==> src/rtl/fib_pkg.sv <==
// Shared types for the generalised-Fibonacci engine: FSM state encoding and mode codes.
package fib_pkg;

    typedef enum logic [1:0] {
        IDLE,
        CALC,
        EMIT
    } fib_state_t;

    localparam logic MODE_STREAM = 1'b0;
    localparam logic MODE_SINGLE = 1'b1;

endpackage

==> src/rtl/fib_step.sv <==
// One Fibonacci step: WIDTH-bit wrapped sum of two terms plus the carry out of the top bit.
// Purely combinational, zero latency, no flow control.
module fib_step #(
    parameter int WIDTH = 32
) (
    input  logic [WIDTH-1:0] a,
    input  logic [WIDTH-1:0] b,
    output logic [WIDTH-1:0] sum,
    output logic             carry
);

    logic [WIDTH:0] full_sum;

    assign full_sum = {1'b0, a} + {1'b0, b};
    assign sum      = full_sum[WIDTH-1:0];
    assign carry    = full_sum[WIDTH];

endmodule

==> src/rtl/fib_seq_gen.sv <==
// Generalised-Fibonacci engine: STREAM emits F0..Fn one beat/clock, SINGLE emits Fn after n+1 clocks.
// Beats hold stable while out_ready is low; start is ignored while busy, abort cancels without done.
module fib_seq_gen
    import fib_pkg::*;
#(
    parameter int WIDTH = 32,
    parameter int IDX_W = 8
) (
    input  logic             clk,
    input  logic             rst_n,
    input  logic             start,
    input  logic             abort,
    input  logic             mode,
    input  logic [IDX_W-1:0] n_idx,
    input  logic [WIDTH-1:0] seed0,
    input  logic [WIDTH-1:0] seed1,
    output logic             busy,
    output logic             done,
    output logic             out_valid,
    input  logic             out_ready,
    output logic [WIDTH-1:0] out_data,
    output logic [IDX_W-1:0] out_index,
    output logic             overflow
);

    fib_state_t       state, state_nxt;
    logic [WIDTH-1:0] a, b;
    logic [IDX_W-1:0] k;
    logic [IDX_W-1:0] n_q;
    logic             mode_q;

    logic             accept;
    logic             advance;
    logic             finish;

    logic [WIDTH-1:0] step_sum;
    logic             step_carry;
    logic [IDX_W:0]   j_next;
    logic             j_in_range;

    fib_step #(.WIDTH(WIDTH)) u_step (
        .a     (a),
        .b     (b),
        .sum   (step_sum),
        .carry (step_carry)
    );

    // Advancing from k produces F(k+2); only terms up to n may raise the flag.
    assign j_next     = {1'b0, k} + (IDX_W+1)'(2);
    assign j_in_range = (j_next <= {1'b0, n_q});

    always_comb begin
        state_nxt = state;
        accept    = 1'b0;
        advance   = 1'b0;
        finish    = 1'b0;
        case (state)
            IDLE: begin
                if (start && !abort) begin
                    accept    = 1'b1;
                    state_nxt = (mode == MODE_STREAM) ? EMIT : CALC;
                end
            end
            CALC: begin
                if (abort) begin
                    state_nxt = IDLE;
                end else if (k == n_q) begin
                    state_nxt = EMIT;
                end else begin
                    advance = 1'b1;
                end
            end
            EMIT: begin
                if (abort) begin
                    state_nxt = IDLE;
                end else if (out_ready) begin
                    if ((k == n_q) || (mode_q == MODE_SINGLE)) begin
                        finish    = 1'b1;
                        state_nxt = IDLE;
                    end else begin
                        advance = 1'b1;
                    end
                end
            end
            default: state_nxt = IDLE;
        endcase
    end

    always_ff @(posedge clk or negedge rst_n) begin
        if (!rst_n) begin
            state    <= IDLE;
            a        <= '0;
            b        <= '0;
            k        <= '0;
            n_q      <= '0;
            mode_q   <= MODE_STREAM;
            overflow <= 1'b0;
            done     <= 1'b0;
        end else begin
            state <= state_nxt;
            done  <= finish;
            if (accept) begin
                a        <= seed0;
                b        <= seed1;
                k        <= '0;
                n_q      <= n_idx;
                mode_q   <= mode;
                overflow <= 1'b0;
            end else if (advance) begin
                a <= b;
                b <= step_sum;
                k <= k + 1'b1;
                if (step_carry && j_in_range) begin
                    overflow <= 1'b1;
                end
            end
        end
    end

    assign busy      = (state != IDLE);
    assign out_valid = (state == EMIT);
    assign out_data  = a;
    assign out_index = k;

endmodule

==> config.mk <==
export PLATFORM = sky130hd
export DESIGN_NAME = fib_seq_gen
export DESIGN_NICKNAME = d
export VERILOG_FILES = /design/src/rtl/fib_pkg.sv /design/src/rtl/fib_step.sv /design/src/rtl/fib_seq_gen.sv
export SDC_FILE = /design/constraint.sdc
export NUM_CORES = 1
export LEC_CHECK = 0
export CORE_MARGIN = 2
export CORE_UTILIZATION = 30
export CTS_CLUSTER_DIAMETER = 40
export CTS_CLUSTER_SIZE = 12
export DETAILED_ROUTE_END_ITERATION = 8
export PLACE_DENSITY = 0.56
export SETUP_SLACK_MARGIN = 0.15
export SLEW_MARGIN = 20
export SYNTH_ARGS = -nofsm -noshare
export SYNTH_HDL_FRONTEND = slang
export SYNTH_SLANG_ARGS = --single-unit
==> constraint.sdc <==
create_clock -name clk -period 3.1 [get_ports clk]
set_input_delay 0.62 -clock clk [delete_from_list [all_inputs] [get_ports clk]]
set_output_delay 0.62 -clock clk [all_outputs]
set_load 0.03 [all_outputs]
=== After elaboration in Yosys (flattened, before gate mapping) ===
Index checks and enable logic that the tools add are counted.

* Flip-flop bits (word level): 85
* Output and inout bits: 44
* Logic and storage cells: 58

* Add/sub/neg operators: 3
* Order comparisons: 1
* Equality and inequality tests: 7
* Mux-type cells: 29
* Reductions and logical operators: 10

{| class="wikitable"
|+ Operators with widths
! cell !! number
|-
| $mux 32 || 4
|-
| $add 32x32->33 || 1
|-
| $mux 8 || 2
|-
| $mux 1 || 14
|-
| $mux 2 || 7
|-
| $add 8x2->9 const B || 1
|-
| $le 9x8->1 || 1
|-
| $add 8x1->8 const B || 1
|-
| $eq 8x8->1 || 1
|-
| $ne 3x2->1 const B || 2
|-
| $pmux 2 s3 || 1
|-
| $reduce_bool 2->1 || 3
|-
| $reduce_and 4->1 || 1
|-
| $ne 3x3->1 const B || 1
|-
| $eq 2x1->1 const B || 1
|-
| $eq 2x2->1 const B || 1
|-
| $logic_and 1x1->1 || 2
|-
| $logic_not 2->1 || 1
|-
| $ne 2x2->1 const B || 1
|-
| $pmux 1 s2 || 1
|-
| $reduce_and 2->1 || 1
|-
| $logic_not 1->1 || 1
|-
| $logic_or 1x1->1 || 1
|}

=== Depth between registers and ports, before layout ===
* Depth after elaboration: 8
* Gate-level depth with buffers: 11
* Mapped depth without buffers: 11

=== Modules after synthesis ===
From an unflattened synthesis, not the netlist that was laid out.

* Cell total of the unflattened synthesis: 716
* Area total of the unflattened synthesis: 6,342.3 sq um

{| class="wikitable"
|+ Modules (own cells, without submodules)
! module !! times used !! cells each !! area each (sq um)
|-
| fib_seq_gen || 1 || 442 || 4,440.5
|-
| fib_step || 1 || 274 || 1,901.8
|}

=== Worst setup path after synthesis ===
OpenSTA, ideal clock, no wires.

* Path kind: reg2reg
* Start point: register a[0] (netlist: out_data[0])
* End point: register b[28]
* Setup time: 83 ps
* Arrival: 2,750 ps
* Slack: 267 ps
* Stages on the path, launching flop included: 12
* Path buffers: 0
* Cells stage by stage: dfrtp_1 -> ha_1 -> inv_1 -> fa_1 -> nand2b_1 -> a21oi_1 -> o21ai_1 -> o31ai_2 -> a21oi_1 -> a21oi_1 -> mux2_2 -> o21ai_0

* Longest elaborated chain between the ends: 3

{| class="wikitable"
|+ RTL lines
! element !! line !! source
|-
| from (decl) || fib_seq_gen.sv:27 || <nowiki>logic [WIDTH-1:0] a, b;</nowiki>
|-
| from (signal assigned) || fib_seq_gen.sv:92 || <nowiki>a <= '0;</nowiki>
|-
| from (signal assigned) || fib_seq_gen.sv:103 || <nowiki>a <= seed0;</nowiki>
|-
| from (signal assigned) || fib_seq_gen.sv:110 || <nowiki>a <= b;</nowiki>
|-
| $add 32x32->33 || fib_step.sv:14 || <nowiki>assign full_sum = {1'b0, a} + {1'b0, b};</nowiki>
|-
| $mux 32 || fib_seq_gen.sv:109 || <nowiki>end else if (advance) begin</nowiki>
|-
| $mux 32 || fib_seq_gen.sv:102 || <nowiki>if (accept) begin</nowiki>
|-
| to (signal assigned) || fib_seq_gen.sv:111 || <nowiki>b <= step_sum;</nowiki>
|-
| to (decl) || fib_seq_gen.sv:27 ||
|}

Every way passes these cells. The select of a mux whose other input is x is not followed.
A chain may end at the register's enable or synchronous reset.

=== Final worst setup path ===
* Start point: register b[0]
* End point: register b[30]

* Longest elaborated chain between the ends: 3

{| class="wikitable"
|+ RTL lines
! element !! line
|-
| $add 32x32->33 || fib_step.sv:14
|-
| $mux 32 || fib_seq_gen.sv:109
|-
| $mux 32 || fib_seq_gen.sv:102
|}

Every way passes these cells. The select of a mux whose other input is x is not followed.

==> impl_metrics.ini <==
[critical_path]
worst-path-buf-inv = 1
cp.arrival_ps = 2990
cpPeakStageDelay_ps = 400
cp_data_required_time_ps = 3340
critical_path.top_delay_family = compound AO/OA/AOI/OAI gates
path_class = reg2reg
crit_fanout = 3
crit_slowest_cell = a311o_1
worstPathCellList = ha_1 -> inv_1 -> fa_1 -> nand2b_1 -> a21oi_2 -> o211ai_1 -> a311o_1 -> a21oi_1 -> a221oi_1 -> mux2i_1 -> nand3_1
crit_cells = 11
crit_path_end_kind = flip-flop
rr_worst_depth = 11
crit_path_start_kind = flip-flop

[final_layout]
areaGrowthSynthToFinish_pct = 31.7
nets = 984
diodes = 0
final_util_pct = 40.3
regArea_mm2 = 0.00213
n_fill_cell = 2029
finalInstanceArea_mm2 = 0.00787
multi_input_area_mm2 = 0.00361
stdcell_count = 1129
final_layout_size_suffix_gt1_share_pct = 6.02

[logic_synthesis]
synthArstFlopShare_pct = 100
syn_nets = 876
syn_area_mm2 = 0.00597
synth_seq_cells = 85
synth_area_per_cell_um2 = 7.94
yosysUniqueCellTypes = 57
yosysSeqAreaShare_pct = 35.6
ys_warn_count = 0
synth_edf_count = 0
synth_cells = 752
ys.flop_type = dfrtp_1
synth_top_area_share_pct = 35.6
synth_area_leaders = dfrtp_1, ha_1, nand2_1, a21oi_1, nor2_1
yosysTopAreaCell = dfrtp_1

[place]
dp_hpwl_um = 12900
placed_cell_area_mm2 = 0.00755
port_buffers = 121
gp_congestion = 0.848
dp.cells = 1113

[power]
seqPwrFrac_pct = 22.1
clockPowerShare_pct = 11.6
cellPowerDensity_mw_per_mm2 = 1190
p_leak_nw = 3.43
swShare_pct = 47.8
vdd_ir_drop_max_mv = 0.425
switching_power_w = 0.00446
combPwrFrac_pct = 66.3
internal_power_w = 0.00486

[clock_network]
cts_tree = done
clk_pin_slew_ps = 70
cts_root_buf = clkbuf_16
clock_latency_ps = 350
numCtsBuffers = 9
clock_sinks = 85
htree_levels = 3
cts_buffer_depth = 2

[floorplanning]
num_io_pins = 122
die_w_um = 145
fp-row-count = 51
start_util_pct = 30.6
die_h_um = 145
core_mm2 = 0.0195
design.die.area_mm2 = 0.0210

[drt]
routedWlPerCell_um = 15.4
drc = 0
dr.pass1.iters = 4
postRouteWirelength_um = 17400
viasPerCell = 5.01
drt_iter0_drc = 355
ant_nets = 0
vias = 5655

[timing]
hold_viol = 0
final-setup-viol-count = 0
rsz0062_at_grt = true
report.final.slew_viol_count = 0
period_share_pct = 88.7
slew_headroom_pct = 63.3
fmax_mhz = 364
post-route-min-period_ps = 2750
holdWs_ps = 253
tightest_slew_ps = 551
worst_clock_skew_ps = 11.0
fin_setup_tns_ps = 0

[status]
status = complete, no violations

[global_route]
gr-usage-all-layers_pct = 17.2
grt_antenna_before_repair = 0
globalRouteOverflowTotal = 0
grt_max_degree = 52
grt_pass1_wl_um = 29600
grt_pass1_vias = 5776

[worst_hold_path]
hold_class = in2async

[job]
drv_cap = 0
-- cell usage after synthesis (all sizes together), types with 5 or more instances --
cell type / instances
nand2: 138
a21o: 12
nand2b: 5
mux2i: 5
nor4: 5
clkbuf: 31
nand4: 6
nor3: 5
inv: 22
nor2b: 7
xor2: 19
a21oi: 66
and3: 16
o21ai: 49
buf: 15
nor2: 78
ha: 45
dfrtp: 85
nand3: 27
a31oi: 46
xnor2: 19
-- worst reg2reg max path, stage by stage, from the launching register on --
cell	delay [ps]
dfrtp_1	370
ha_1	180
inv_1	60
fa_1	360
nand2b_1	200
a21oi_2	200
o211ai_1	200
a311o_1	400
a21oi_1	250
a221oi_1	150
mux2i_1	180
nand3_1	80
-- state kept, by name, summed over array words and instances, names as in the netlist --
register   cells
b             32
out_data      32
n_q            8
out_index      8
state          2
done           1
mode_q         1
overflow       1
-- final cells by class --
| class | count | area share (%) |
|---|---|---|
| sequential | 85 | 27.0 |
| inverter | 22 | 1.05 |
| clock inverter | 5 | 0.668 |
| timing repair buffer | 143 | 18.3 |
| multi-input combinational | 599 | 45.9 |
| clock buffer | 10 | 2.91 |
| tap | 265 | 4.22 |
-- power by group through the flow --
stage / Sequential, W / Clock (W) / Combinational, W
after global routing: 0.00215 / 0.00115 / 0.00694
after floorplan: 0.00241 / 0 / 0.00397
after CTS: 0.00207 / 0.00111 / 0.00616
after detailed placement: 0.00209 / 0 / 0.00611
final: 0.00206 / 0.00108 / 0.00618
after global placement: 0.00209 / 0 / 0.00611
-- stage by stage --
stage,worst slack [ps],power (W)
after floorplan,267,0.00637
after global placement,341,0.00819
after detailed placement,155,0.00819
after CTS,186,0.00933
after global routing,142,0.0102
final,351,0.00932
-- logic make-up (layout without fill, tap and decap cells) --
| group | after synthesis | count (layout) | share of synthesized area (%) |
|---|---|---|---|
| AO/OA/AOI/OAI | 210 | 210 | 21.2 |
| XOR/XNOR | 38 | 38 | 5.57 |
| adder cells (fa/ha/maj) | 46 | 46 | 9.77 |
| buffers and inverters | 68 | 180 | 4.69 |
| flip-flops | 85 | 85 | 35.6 |
| multiplexers | 7 | 7 | 1.22 |
| AND/OR/NAND/NOR | 298 | 298 | 22.0 |
-- final timing paths --
kind / startpoint / endpoint / slack [ps]
min in group clk: n_q[0] / n_q[0] / 490
min reg2reg: n_q[0] / n_q[0] / 490
min: rst_n / out_data[14] / 250
max in group asynchronous: rst_n / n_q[5] / 2190
max reg2reg: b[0] / b[30] / 350
max: b[0] / b[30] / 350
-- cells in the final DEF, fill, tap and decap left out, drive strengths merged, types with 10 or more instances in the layout --
cell,synthesis,layout
and3,16,16
a21oi,66,66
clkdlybuf4s50,0,120
a21o,12,12
buf,15,23
clkbuf,31,10
nand3,27,27
ha,45,45
xnor2,19,19
inv,22,22
a31oi,46,46
xor2,19,19
dfrtp,85,85
nor2,78,78
o21ai,49,49
nand2,138,138
-- layer usage --
layer	share of wire (%)	global-route usage [%]	up-vias	wire length [um]
li1	-	-	2880	-
met1	49	23.9	2639	8520
met2	45	26.9	123	7800
met3	5.0	4.21	13	872
met4	1.1	4.36	0	195
met5	0	0	-	0
-- timing repair --
action,4_1_cts,5_1_grt
resized for setup,1,4
hold buffers,0,0
pin swaps,0,3
setup endpoints to repair,1,5
setup buffers,0,1
(Power assumes the default switching activity.)
